File: src/rtl/serial_subtractor_pkg.sv
// Shared definitions for the bit-serial subtractor: FSM state encoding and default width.
package serial_subtractor_pkg;

    typedef enum logic [1:0] {
        ST_IDLE  = 2'd0,
        ST_SHIFT = 2'd1,
        ST_HOLD  = 2'd2
    } state_t;

    localparam int unsigned DEFAULT_WIDTH = 4;

endpackage

File: src/rtl/serial_subtractor_full_subtractor.sv
// One-bit full subtractor built from gate primitives: d = x^y^bi, bo = ~x&y | ~(x^y)&bi.
module full_subtractor (
    input  logic x,
    input  logic y,
    input  logic bi,
    output logic d,
    output logic bo
);

    logic w_xy;
    logic w_nx;
    logic w_nxy;
    logic w_gen;
    logic w_prop;

    xor g_xy   (w_xy, x, y);
    xor g_d    (d, w_xy, bi);
    not g_nx   (w_nx, x);
    and g_gen  (w_gen, w_nx, y);
    not g_nxy  (w_nxy, w_xy);
    and g_prop (w_prop, w_nxy, bi);
    or  g_bo   (bo, w_gen, w_prop);

endmodule

File: src/rtl/serial_subtractor.sv
// Bit-serial subtractor: one full_subtractor cell processes a - b - bin LSB-first over WIDTH cycles.
module serial_subtractor
    import serial_subtractor_pkg::*;
#(
    parameter int unsigned WIDTH = DEFAULT_WIDTH
) (
    input  logic             clk,
    input  logic             rst,
    input  logic             start,
    input  logic [WIDTH-1:0] a,
    input  logic [WIDTH-1:0] b,
    input  logic             bin,
    output logic             ready,
    output logic             out_valid,
    input  logic             out_ack,
    output logic [WIDTH-1:0] diff,
    output logic             bout,
    output logic             ovf
);

    localparam int unsigned CNT_W = $clog2(WIDTH + 1);

    state_t             r_state;
    state_t             w_next;
    logic [WIDTH-1:0]   r_a;
    logic [WIDTH-1:0]   r_b;
    // Upper WIDTH-1 result bits; the newest difference bit completes the word.
    logic [WIDTH-2:0]   r_sh;
    logic               r_borrow;
    logic [CNT_W-1:0]   r_cnt;
    logic [WIDTH-1:0]   r_diff;
    logic               r_bout;
    logic               r_ovf;

    logic               w_d;
    logic               w_bo;
    logic               w_last;
    logic [WIDTH-1:0]   w_res;

    full_subtractor u_cell (
        .x  (r_a[0]),
        .y  (r_b[0]),
        .bi (r_borrow),
        .d  (w_d),
        .bo (w_bo)
    );

    assign w_res     = {w_d, r_sh};
    assign w_last    = (r_state == ST_SHIFT) && (r_cnt == CNT_W'(WIDTH - 1));
    assign ready     = (r_state == ST_IDLE);
    assign out_valid = (r_state == ST_HOLD);
    assign diff      = r_diff;
    assign bout      = r_bout;
    assign ovf       = r_ovf;

    always_ff @(posedge clk or posedge rst) begin
        if (rst) begin
            r_state <= ST_IDLE;
        end else begin
            r_state <= w_next;
        end
    end

    always_comb begin
        w_next = r_state;
        case (r_state)
            ST_IDLE:  if (start)   w_next = ST_SHIFT;
            ST_SHIFT: if (w_last)  w_next = ST_HOLD;
            ST_HOLD:  if (out_ack) w_next = ST_IDLE;
            default:               w_next = ST_IDLE;
        endcase
    end

    always_ff @(posedge clk or posedge rst) begin
        if (rst) begin
            r_a      <= '0;
            r_b      <= '0;
            r_sh     <= '0;
            r_borrow <= 1'b0;
            r_cnt    <= '0;
            r_diff   <= '0;
            r_bout   <= 1'b0;
            r_ovf    <= 1'b0;
        end else begin
            case (r_state)
                ST_IDLE: begin
                    if (start) begin
                        r_a      <= a;
                        r_b      <= b;
                        r_borrow <= bin;
                        r_cnt    <= '0;
                    end
                end
                ST_SHIFT: begin
                    r_a      <= r_a >> 1;
                    r_b      <= r_b >> 1;
                    r_sh     <= w_res[WIDTH-1:1];
                    r_borrow <= w_bo;
                    r_cnt    <= r_cnt + CNT_W'(1);
                    if (w_last) begin
                        // r_borrow is the borrow into the MSB on this edge.
                        r_diff <= w_res;
                        r_bout <= w_bo;
                        r_ovf  <= r_borrow ^ w_bo;
                    end
                end
                default: ;
            endcase
        end
    end

endmodule
File: config.mk
export PLATFORM = sky130hd
export DESIGN_NAME = serial_subtractor
export DESIGN_NICKNAME = d
export VERILOG_FILES = /design/src/rtl/serial_subtractor_pkg.sv /design/src/rtl/serial_subtractor_full_subtractor.sv /design/src/rtl/serial_subtractor.sv
export SDC_FILE = /design/constraint.sdc
export NUM_CORES = 1
export LEC_CHECK = 0
export ABC_AREA = 1
export CAP_MARGIN = 10
export CORE_MARGIN = 1
export CORE_UTILIZATION = 45
export DETAILED_ROUTE_END_ITERATION = 7
export MAX_ROUTING_LAYER = met4
export PLACE_DENSITY = 0.77
export SLEW_MARGIN = 40
export SYNTH_ARGS = -nofsm -noshare
export SYNTH_HDL_FRONTEND = slang
export SYNTH_SLANG_ARGS = --single-unit
File: constraint.sdc
create_clock -name clk -period 2.67 [get_ports clk]
set_clock_uncertainty 0.05 [all_clocks]
set_input_delay 0.267 -clock clk [delete_from_list [all_inputs] [get_ports clk]]
set_output_delay 0.267 -clock clk [all_outputs]
set_load 0.05 [all_outputs]
* Yosys cells after proc, flatten, opt, wreduce, memory -nomap -nowiden
Cells that the tools add are included.
Storage, ports and cells: memories 0, output and inout port bits 8, bits in registers 23, latch bits 0, memory bits (read-only) 0, RAM bits 0
Cells by class: order comparisons 0, bitwise operators 8, multiplexer cells 12, shift-type cells 0, eq/ne operators 6, div/mod/pow operators 0, reductions and logical operators 6, add/subtract/negate cells 1, multipliers 0
Operators by type and width (number):
- $pmux W4 S2 | 2
- $mux W4 | 2
- $mux W2 | 3
- $pmux W2 S3 | 1
- $pmux W3 S2 | 1
- $ne A2 B2 Y1 const B | 2
- $reduce_and A2 Y1 | 2
- $add A3 B1 Y3 const B | 1
- $eq A3 B2 Y1 const B | 1
- $mux W3 | 1
- $reduce_and A3 Y1 | 1
- $xor A1 B1 Y1 | 3
- $and A1 B1 Y1 | 2
- $eq A2 B1 Y1 const B | 1
- $eq A2 B2 Y1 const B | 1
- $logic_not A2 Y1 | 1
- $ne A2 B1 Y1 const B | 1
- $not A1 Y1 | 2
- $pmux W1 S2 | 1
- $reduce_bool A2 Y1 | 1
- $logic_and A1 B1 Y1 | 1
- $mux W1 | 1
- $or A1 B1 Y1 | 1

* Depth between registers and ports, before layout
word-level depth 5, depth in mapped cells 7

* Cells and area by module
Synthesis repeated with hierarchy kept, for this count alone.
Second synthesis, totals: cell total of the unflattened synthesis 133, area total of the unflattened synthesis 1116.1 µm²
By module, submodules not included:
- serial_subtractor | instances 1, area each 1084.8 µm², cells each 129
- full_subtractor | instances 1, area each 31.3 µm², cells each 4

* Worst setup path before layout
Ideal clock, no wire load.
path kind flip-flop to output port, start point register r_state[0], end point output out_valid, cell stages (with the launch flop) 4, data arrival time 1309 ps, slack 1044 ps, path through dfrtp_1 -> buf_6 -> buf_2 -> nor2_1
On the way: word-level cells in the longest chain between the ends 1
RTL lines:
- start: declaration | line serial_subtractor.sv:23 | state_t r_state;
- start signal: assignment | line serial_subtractor.sv:60 | r_state <= w_next;
- $eq A2 B2 Y1 | line serial_subtractor.sv:51 | assign out_valid = (r_state == ST_HOLD);
- end: declaration | line serial_subtractor.sv:14 | output logic out_valid,
No other way between the ends.

* Final worst setup path
start point register r_state[0], end point output ready
On the way: word-level cells in the longest chain between the ends 1
RTL lines:
- $logic_not A2 Y1 | line serial_subtractor.sv:50 | assign ready = (r_state == ST_IDLE);
- end: declaration | line serial_subtractor.sv:13 | output logic ready,
No other way between the ends.

==> summary.md <==
| Metric | Value |
|---|---|
| Final setup violation count | `0` |
| HPWL after detailed placement | `1450 um` |
| Number of global-route vias before repair | `roughly 790` |
| Htree depth | `1` |
| Most frequent cells in the layout | `nand2_1 (46), dfrtp_1 (23), clkdlybuf4s50_1 (20)` |
| Clock tree buffer depth | `2` |
| Worst EP arrival | `2000 ps` |
| GR Overflow Total | `0` |
| Worst-margin pin slew | `slightly above 500 ps` |
| Synth warn | `0` |
| Crit path time final | `2320 ps` |
| Run status | `finished clean` |
| Post-CTS Setup Bufs | `0` |
| Mapped cell area | `approximately 0.0011 sq mm` |
| DRT iter0 DRCs | `21` |
| Synth top area cells | `dfrtp_1 (52%), nand2_1 (16%), inv_1 (6.8%)` |
| Post-Route Setup TNS | `0 ps` |
| Top-area cell type share of the netlist area | `0.519` |
| Starting Density | `0.488` |
| Via count | `827` |
| Gpl congestion | `approximately 0.83` |
| Syn Inst Count | `131` |
| Syn Area/Cell | `8.47 sq um` |
| Clock latency on the worst-skew pair | `310 ps` |
| Maximum achievable frequency | `around 0.43 GHz` |
| CP Capture Type | `primary output` |
| Hold buffers post-CTS | `0` |
| Root Buffer | `clkbuf_4` |
| CP required | `2350 ps` |
| Slew Viols, Final | `0` |
| Num ports | `21` |
| Sequential element share of the synthesized area | `0.519` |
| Number of distinct library cells after synthesis | `19` |
| Period utilization | `0.869` |
| PD cells | `1260 mW/mm^2` |
| Maximum vdd ir drop | `about 0.00065 V` |
| DR WL/cell | `roughly 11 um` |
| Die width | `approximately 52 um` |
| CTS tree | `built` |
| Row Count | `17` |
| First-pass GRT wire length | `between 3000 and 4000 um` |
| Layout cells sized above 1 | `0.0993` |
| Pre-Repair DR Iteration Count | `4` |
| Mapped Nets | `about 150` |
| Ant. Diodes | `0` |
| RSZ-0062 raised after global routing | `false` |
| Slew margin rel. | `0.661` |
| GRT Util Overall | `0.176` |
| Initial antenna violation count | `0` |
| Via-per-instance ratio | `roughly 4.6` |
| Fin nets | `168` |
| Worst Path Class, Setup | `flip-flop to primary output` |
| Synth area leader | `dfrtp_1` |
| Remaining antenna violation count | `0` |
| # Max-Cap Violations | `0` |
| Layout Utilization | `0.585` |
| Startpoint Class | `flip-flop` |
| CTS Sinks | `23` |
| Flops & latches, synth | `23` |
| Worst-path clk slew | `120 ps` |
| DRC | `0` |
| Die Area | `0.00267 sq mm` |
| Layout area overhead | `20.1%` |
| Core area | `between 0.002 and 0.0025 sq mm` |
| Commonest non-fill, non-tap cell in the layout | `nand2_1` |
| CP max FO | `15` |
| Post-CTS sizing | `0` |
| Die Ht | `51.7 um` |
| Largest net degree at the start of global routing | `24` |
| P_leak | `slightly below 0.7 nW` |
| Port bufs | `20` |
| HP Class | `input port to asynchronous set/reset pin` |
| Hold Vio Cnt, Final | `0` |
| Cts bufs inserted | `3` |
| Total wire length | `1940 um` |
## critical path, stage by stage, from the launching register on
cell and delay, ps:
dfrtp_1 580, nor2_1 260, clkdlybuf4s50_1 850
## cell usage after synthesis
cell	number
nand2_2	2
o21ai_1	1
buf_2	1
a21oi_1	2
o31ai_1	1
fa_1	1
nor2_2	1
nand2_4	1
o21ai_2	5
dfrtp_1	23
nand2_1	46
xnor2_1	1
o21ai_0	5
nor2_1	4
nand3_1	10
inv_1	20
ha_1	2
inv_2	2
buf_6	3
## registers in the layout (all words and copies together) (netlist names)
signal / flops
r_cnt: 3
r_state: 2
bout: 1
diff: 4
r_b: 4
r_sh: 3
r_borrow: 1
ovf: 1
r_a: 4
## per-stage QoR
step	worst slack (ps)	area (sq um)	total power (W)	hold slack, ps	std cells
after floorplan	1040	1110	0.00133	219	131
final	351	1330	0.00167	223	179
after CTS	342	1330	0.00169	242	179
after global routing	274	1330	0.00182	277	179
after global placement	739	1310	0.00150	405	175
after detailed placement	703	1310	0.00153	416	175
## cells by family (layout without fill, tap and decap cells)
group,Yosys count,after routing,synth area share
AND/OR/NAND/NOR,64,64,0.241
adder cells (fa/ha/maj),3,3,0.0406
XOR/XNOR,1,1,0.00789
AO/OA/AOI/OAI,14,14,0.0823
buffers and inverters,26,46,0.109
flip-flops,23,23,0.519
## final cells by class
class / count / area, sq um
flip-flops and latches: 23 / 576
multi-input cells: 82 / 413
well taps: 28 / 35.0
inverters: 22 / 82.6
clock buffers: 4 / 26.3
repair buffers: 20 / 200
fillers: 205 / 943
## where the power goes
part,internal [W],total (W),switching (W),leakage [nW]
Combinational,0.000313,0.000888,0.000575,0.388
Clock,0.0000583,0.000159,0.000101,0.0150
Sequential,0.000509,0.000625,0.000116,0.287
## routing by layer
metal	GRT usage	vias to the layer above	wire, um
li1	-	436	-
met1	0.219	367	889
met2	0.297	22	954
met3	0.0263	2	89
met4	0.0541	0	10
met5	-	-	0
## worst paths after layout
check | startpoint | end | slack [ps] | cells past startpoint
min in group clk | r_sh[0] | diff[0] | 430 | 2
min | rst | ovf | 220 | 2
max in group asynchronous | rst | r_sh[2] | 2010 | 2
min reg2reg | r_sh[0] | diff[0] | 430 | 2
max reg2reg | r_state[0] | diff[2] | 1250 | 5
max | r_state[0] | ready | 350 | 2
No activity file was read; power rests on OpenSTA's default activity.
